## config.mk

```make
export PLATFORM = sky130hd
export DESIGN_NAME = csa_final_modq
export DESIGN_NICKNAME = d
export VERILOG_FILES = /design/src/rtl/csa_final_modq_pkg.sv /design/src/rtl/csa_final_modq_csub2.sv /design/src/rtl/csa_final_modq.sv
export SDC_FILE = /design/constraint.sdc
export NUM_CORES = 1
export LEC_CHECK = 0
export ABC_CLOCK_PERIOD_IN_PS = 6100
export BUFFER_PORTS_ARGS = -buffer_cell sky130_fd_sc_hd__buf_2
export CORE_ASPECT_RATIO = 1.25
export CORE_MARGIN = 10
export CORE_UTILIZATION = 55
export CTS_CLUSTER_DIAMETER = 30
export CTS_CLUSTER_SIZE = 40
export DETAILED_ROUTE_END_ITERATION = 10
export GPL_TIMING_DRIVEN = 1
export PLACE_DENSITY = 0.87
export SETUP_SLACK_MARGIN = 0.15
export SYNTH_ARGS = -nofsm -noshare
export SYNTH_HDL_FRONTEND = slang
export SYNTH_SLANG_ARGS = --single-unit
```

## constraint.sdc

```tcl
create_clock -name clk -period 6.1 [get_ports clk]
set_input_delay 0.305 -clock clk [delete_from_list [all_inputs] [get_ports clk]]
set_output_delay 0.305 -clock clk [all_outputs]
set_load 0.02 [all_outputs]
```

## src/rtl/csa_final_modq_pkg.sv

```systemverilog
// rtl/csa_final_modq_pkg.sv - shared constants for the csa_final_modq reduction lane
package csa_final_modq_pkg;

  localparam int CSA_W     = 15;
  localparam int CSA_Q     = 3329;
  localparam int CSA_QW    = 12;
  localparam int CSA_TAG_W = 4;
  localparam int CSA_Q2    = 2 * CSA_Q;
  localparam int CSA_Q4    = 4 * CSA_Q;
  localparam int CSA_LAT   = 3;

endpackage

```

## src/rtl/csa_final_modq_csub2.sv

```systemverilog
// rtl/csa_final_modq_csub2.sv - combinational two-step conditional subtractor, [0,4Q) -> [0,Q)
module modq_csub2 #(
  parameter int SW = 16,
  parameter int Q  = 3329,
  parameter int QW = 12
) (
  input  logic [SW-1:0] i_sum,
  output logic [QW-1:0] o_r2
);

  localparam logic [SW-1:0] L_Q  = SW'(Q);
  localparam logic [SW-1:0] L_Q2 = SW'(2 * Q);

  logic [SW-1:0] w_r1;

  // First step folds [2Q,4Q) down to [0,2Q); second folds [Q,2Q) to [0,Q).
  assign w_r1 = (i_sum >= L_Q2) ? i_sum - L_Q2 : i_sum;
  assign o_r2 = QW'((w_r1 >= L_Q) ? w_r1 - L_Q : w_r1);

endmodule

```

## src/rtl/csa_final_modq.sv

```systemverilog
// rtl/csa_final_modq.sv - three-stage CPA + mod-Q reduction of carry-save s/c vectors
module csa_final_modq
  import csa_final_modq_pkg::*;
#(
  parameter int W     = CSA_W,
  parameter int Q     = CSA_Q,
  parameter int QW    = CSA_QW,
  parameter int TAG_W = CSA_TAG_W
) (
  input  logic             clk,
  input  logic             rst,
  input  logic             in_valid,
  output logic             in_ready,
  input  logic [W-1:0]     s,
  input  logic [W-1:0]     c,
  input  logic [TAG_W-1:0] in_tag,
  output logic             out_valid,
  input  logic             out_ready,
  output logic [QW-1:0]    out_data,
  output logic [TAG_W-1:0] out_tag,
  output logic             out_oor,
  input  logic             clr_err,
  output logic             err_range
);

  localparam int SUM_W = W + 1;
  localparam logic [SUM_W-1:0] L_Q4 = SUM_W'(4 * Q);

  logic             r_v1;
  logic [W-1:0]     r_s;
  logic [W-1:0]     r_c;
  logic [TAG_W-1:0] r_tag1;

  logic             r_v2;
  logic [SUM_W-1:0] r_sum;
  logic             r_oor2;
  logic [TAG_W-1:0] r_tag2;

  logic             r_out_valid;
  logic [QW-1:0]    r_out_data;
  logic [TAG_W-1:0] r_out_tag;
  logic             r_out_oor;
  logic             r_err;

  logic             w_ld2;
  logic             w_ld3;
  logic             w_acc;
  logic [SUM_W-1:0] w_sum;
  logic [QW-1:0]    w_r2;

  // Ready ripples back from the output register; an empty stage always loads.
  assign w_ld3    = !r_out_valid || out_ready;
  assign w_ld2    = !r_v2 || w_ld3;
  assign in_ready = !r_v1 || w_ld2;
  assign w_acc    = in_valid && in_ready;

  assign w_sum = {1'b0, r_s} + {1'b0, r_c};

  modq_csub2 #(
    .SW (SUM_W),
    .Q  (Q),
    .QW (QW)
  ) u_csub2 (
    .i_sum (r_sum),
    .o_r2  (w_r2)
  );

  // Stage 1: capture the raw vectors and tag on accept.
  always_ff @(posedge clk) begin
    if (rst) begin
      r_v1 <= 1'b0;
    end else if (w_acc) begin
      r_v1   <= 1'b1;
      r_s    <= s;
      r_c    <= c;
      r_tag1 <= in_tag;
    end else if (w_ld2) begin
      r_v1 <= 1'b0;
    end
  end

  // Stage 2: carry-propagate add at full width and flag sums at or above 4Q.
  always_ff @(posedge clk) begin
    if (rst) begin
      r_v2 <= 1'b0;
    end else if (w_ld2) begin
      r_v2   <= r_v1;
      r_sum  <= w_sum;
      r_oor2 <= (w_sum >= L_Q4);
      r_tag2 <= r_tag1;
    end
  end

  // Stage 3: reduced result register; holds while the consumer stalls.
  always_ff @(posedge clk) begin
    if (rst) begin
      r_out_valid <= 1'b0;
      r_out_data  <= '0;
      r_out_tag   <= '0;
      r_out_oor   <= 1'b0;
    end else if (w_ld3) begin
      r_out_valid <= r_v2;
      r_out_data  <= w_r2;
      r_out_tag   <= r_tag2;
      r_out_oor   <= r_oor2;
    end
  end

  // Sticky range error; a new violation in the same cycle as a clear wins.
  always_ff @(posedge clk) begin
    if (rst) begin
      r_err <= 1'b0;
    end else if (w_ld3 && r_v2 && r_oor2) begin
      r_err <= 1'b1;
    end else if (clr_err) begin
      r_err <= 1'b0;
    end
  end

  assign out_valid = r_out_valid;
  assign out_data  = r_out_data;
  assign out_tag   = r_out_tag;
  assign out_oor   = r_out_oor;
  assign err_range = r_err;

endmodule

```

* Word-level counts from Yosys, hierarchy flattened
Index checks and enable logic that the tools add are counted.
Operators by class: mux-type cells 6, reductions and logical operators 13, $add $sub $neg 3, order comparisons 3, bitwise gates (word level) 1
Operators by type and width (count):
- $add A15 B15 Y16 | 1
- $ge A16 B12 Y1 const B | 1
- $ge A16 B13 Y1 const B | 1
- $ge A16 B14 Y1 const B | 1
- $mux W16 | 1
- $sub A16 B13 Y16 const B | 1
- $mux W12 | 1
- $sub A12 B12 Y12 const B | 1
- $mux W1 | 4
- $reduce_and A2 Y1 | 2
- $reduce_bool A2 Y1 | 2
- $logic_and A1 B1 Y1 | 3
- $logic_not A1 Y1 | 3
- $logic_or A1 B1 Y1 | 3
- $not A1 Y1 | 1
Word-level totals: register bits 76, logic and storage cells 39

* Depth between registers and ports, before layout
depth in word-level cells 6, depth in mapped cells 15

* By module
A second synthesis with hierarchy kept.
Second synthesis, totals: cell total of the unflattened synthesis 383, area total of the unflattened synthesis 4056.4 um^2
Modules (own cells, without submodules):
- csa_final_modq | cells an instance 245, sequential area each 2072.0 um^2, instances 1, area an instance 3086.7 um^2
- modq_csub2 | cells an instance 138, sequential area each 0.0 um^2, instances 1, area an instance 969.7 um^2

* Least setup slack after synthesis
OpenSTA, ideal clock, no wires.
path kind register -> register, start reg r_out_valid (netlist: out_valid), end reg r_c[0], enable pin, arrival time 3.372 ns, data required time 5.625 ns, period minus slack after synthesis 3.847 ns, stages on the path, launching flop included 4, library setup time 0.475 ns, slack 2.253 ns, cell sequence dfxtp_1 nor2b_1 nand3_1 nor3b_1
On the way: longest elaborated chain between the ends 6
Ends and longest elaborated chain:
- from (decl) | line csa_final_modq.sv:39 | logic r_out_valid;
- from (signal assigned) | line csa_final_modq.sv:102 | r_out_valid <= r_v2;
- $logic_not A1 Y1 | line csa_final_modq.sv:52 | assign w_ld3 = !r_out_valid || out_ready;
- $logic_or A1 B1 Y1 | line csa_final_modq.sv:52
- $logic_or A1 B1 Y1 | line csa_final_modq.sv:53 | assign w_ld2 = !r_v2 || w_ld3;
- $logic_or A1 B1 Y1 | line csa_final_modq.sv:54 | assign in_ready = !r_v1 || w_ld2;
- named net in_ready | line csa_final_modq.sv:13 | output logic in_ready,
- $logic_and A1 B1 Y1 | line csa_final_modq.sv:55 | assign w_acc = in_valid && in_ready;
- $reduce_and A2 Y1 (no source line)
- to (signal assigned) | line csa_final_modq.sv:75 | r_c <= c;
- to (decl) | line csa_final_modq.sv:31 | logic [W-1:0] r_c;
The timed path passes the listed nets, and every way through them passes these cells. A chain may end at the register's enable or synchronous reset.

* Worst setup path in the final report
start reg r_sum[8], end reg r_out_data[1] (netlist: out_data[1])
On the way: longest elaborated chain between the ends 4, elaborated cells between the ends (all ways) 6, those cells by class add/sub: 2; order compare: 2; mux: 2
Ends and longest elaborated chain:
- from (decl) | line csa_final_modq.sv:35 | logic [SUM_W-1:0] r_sum;
- from (signal assigned) | line csa_final_modq.sv:88 | r_sum <= w_sum;
- $sub A16 B13 Y16 or $ge A16 B13 Y1 (tied branches) | line csa_final_modq_csub2.sv:17 | assign w_r1 = (i_sum >= L_Q2) ? i_sum - L_Q2 : i_sum;
- $mux W16 (*) | line csa_final_modq_csub2.sv:17
- $ge A16 B12 Y1 or $sub A12 B12 Y12 (tied branches) | line csa_final_modq_csub2.sv:18 | assign o_r2 = QW'((w_r1 >= L_Q) ? w_r1 - L_Q : w_r1);
- $mux W12 (*) | line csa_final_modq_csub2.sv:18
- to (signal assigned) | line csa_final_modq.sv:103 | r_out_data <= w_r2;
- to (decl) | line csa_final_modq.sv:40 | logic [QW-1:0] r_out_data;
Mark *: on every way between the ends. The rest lies on a longest branch, timed or not.

==> out/results.ini <==
[timing]
maxSlewViolCount=0
holdWs_ns=0.1215
skew_ns=0.01343
fin_tns_setup_ns=0
finalHoldViolations=0
fmax_mhz=262.8
finalCritPeriodShare=0.6239
max_slew_margin=0.1492
rsz0062_at_grt=no
fin_crit_ns=3.806
tightestPinTransition_ns=1.244
layout_setup_ws_ns=2.294
finalSetupViolCount=0

[floorplanning]
coreArea_um2=7019
io_pins=59
dieArea_um2=11120
dieWidth_um=96.36
die_h_um=115.5
placementRows=34
start_util=0.5711

[synthesis]
synth_top_family_by_area=compound AO/OA/AOI/OAI gates
ys.warnings.count=0
synthMuxAreaShare=0.002809
yosys.area.top_type=edfxtp_1
synth_compound_area_frac=0.1838
synth-adder-area-share=0.06117
synth_cell_types=64
synth_ff_type=edfxtp_1
synth_top_area_frac=0.4120
syn_nets=421
synth-edff-count=55
synth-simple-area-share=0.1648
ys_seq_elements=76
synthTopCellsByArea=edfxtp_1 41%, dfxtp_1 10%, ha_1 5.6%
synthArstFlopShare=0
synth_xor_area_frac=0.04151
yosysMostFrequentCell=edfxtp_1
netlist_area_um2=4009
yosysSeqAreaShare=0.5169
synth_area_per_cell_um2=11.04
synthTopCellsByCount=55 x edfxtp_1, 28 x nand2_1, 24 x nor2_1
syn-instance-count=363

[worst_setup_path]
required_ns=6.38
crit_fanout=14
arrival_ns=4.08
reg2reg_slack_ns=2.29
startpoint_type=flop
cp-end-kind=flop
r2r-end=out_data[1]$_SDFFE_PP0P_
path_depth=12
cp_num_buf_inv=0
max_stage_delay_ns=0.57
r2r_start=r_sum[8]$_DFFE_PP_
crit_path_cell_trace=nor4_2 > a21o_1 > nand3_2 > xnor2_1 > ha_1 > nand2_1 > nor3_1 > a31o_2 > and4_4 > a21oi_2 > mux2_1 > a211oi_1
crit_end=out_data[1]$_SDFFE_PP0P_
cp_top_family=compound AO/OA/AOI/OAI gates
reg2reg_depth=12
crit_path_start=r_sum[8]$_DFFE_PP_
cp_slowest_cell=nor4_2
critPathKind=reg -> reg

[global_routing]
grt_pass1_vias=3141
grt_max_degree=35
antenna_found_initial=0
grt-ovfl-total=0
grt_pass1_wl_mm=14.50
grt.total_usage=0.1625

[cts]
clk-insertion-delay-late_ns=0.35
cts-root-buf=clkbuf_8
cts_sinks=76
cts_htree_levels=3
hold_buffers=0
cts_repair_resize_count=0
numCtsBuffers=9
cts_buffer_depth=2
cts.clk_slew.worst_paths_ns=0.08
cts_tree=yes
post_cts_buffers=0

[layout]
nFillCells=583
final_nets=477
final_area_um2=4568
antenna_cells=0
syn_to_final_growth_pct=13.95
drive_above_1_share=0.2075

[place]
post-place-ws_ns=2.318
gp_congestion=0.9495
place_hpwl_mm=6.609
portBuffers=58
place_area_um2=4349

[drt]
drtIter0Drc=205
drt_first_pass_iters=4
drcViolationCount=0
antenna_left=0
wl_per_cell_um=17.17
routed_wl_mm=8.823
via_count=3087
via_per_inst=6.006

[min_path]
min_delay_path_depth=1
hp-class=in -> reg

[outcome]
run_status=finished, final reports clean

[power]
power.density_nw_per_um2=316.5
ir_drop_v=0.0001969
p_leak_nw=1.756

[run]
drv_cap=0

state kept, by name (all words and copies together) (netlist names):
register,cells
out_tag,4
r_s,15
r_sum,16
r_v2,1
out_oor,1
out_valid,1
r_c,15
out_data,12
r_oor2,1
r_tag1,4
err_range,1
r_v1,1
r_tag2,4
cell families after synthesis:
family | after synthesis
simple gates | 122
buf+inv | 24
compound gates | 102
flops | 76
mux | 1
fa+ha+maj | 19
xor+xnor | 19
final cells by class:
| class | count | area [um2] | area share |
|---|---|---|---|
| flip-flops and latches | 76 | 2072 | 0.4536 |
| multi-input cells | 263 | 1829 | 0.4004 |
| repair buffers | 59 | 297.8 | 0.06519 |
| clock buffers | 12 | 145.1 | 0.03177 |
| well taps | 90 | 112.6 | 0.02465 |
| clock inverters | 4 | 73.82 | 0.01616 |
| inverters | 10 | 37.54 | 0.008217 |
how the worst min path moves through the flow:
stage / from / endpoint
2_1_floorplan: r_tag1[0]$_DFFE_PP_ / r_tag2[0]$_DFFE_PP_
3_3_place_gp: r_tag1[3]$_DFFE_PP_ / r_tag2[3]$_DFFE_PP_
3_5_place_dp: r_tag1[3]$_DFFE_PP_ / r_tag2[3]$_DFFE_PP_
4_1_cts: s[14] / r_s[14]$_DFFE_PP_
5_1_grt: s[13] / r_s[13]$_DFFE_PP_
6_report: c[12] / r_c[12]$_DFFE_PP_
per-stage QoR:
stage | power (mW) | utilization | instances
finish | 1.446 | 0.6508 | 514
floorplan | 0.9375 | - | 363
global placement | 1.018 | 0.6196 | 498
CTS | 1.451 | 0.6508 | 514
global route | 1.516 | 0.6508 | 514
detailed placement | 1.030 | 0.6196 | 498
per-layer routing:
layer / global-route usage / part of all wire
met1: 0.1711 / 0.38
met2: 0.2957 / 0.54
met5: 0 / 0
met4: 0.06117 / 0.016
met3: 0.04725 / 0.057
worst reg2reg max path: stages (launching register included):
cell and delay [ns]:
edfxtp_1 0.47, nor4_2 0.57, a21o_1 0.25, nand3_2 0.27
xnor2_1 0.26, ha_1 0.25, nand2_1 0.08, nor3_1 0.05
a31o_2 0.24, and4_4 0.20, a21oi_2 0.51, mux2_1 0.39
a211oi_1 0.21
power breakdown:
part	switching [mW]	internal (mW)	total, mW
clock network	0.181	0.242	0.423
logic	0.207	0.138	0.346
registers	0.0532	0.623	0.676
total	0.442	1.00	1.45
cells in the final DEF (no fill, tap or decap), drive strengths merged, types with 6 or more instances in the layout:
master	instances
o21ai	8
ha	18
dfxtp	21
a211oi	9
edfxtp	55
nand3	15
buf	59
xnor2	12
a211o	6
nor4	6
nand2	28
clkbuf	12
nand3b	6
a21oi	24
a21o	6
o211ai	7
xor2	7
nand2b	6
inv	10
nor2	24
nor3	11
Power figures use the tool's default switching activity.
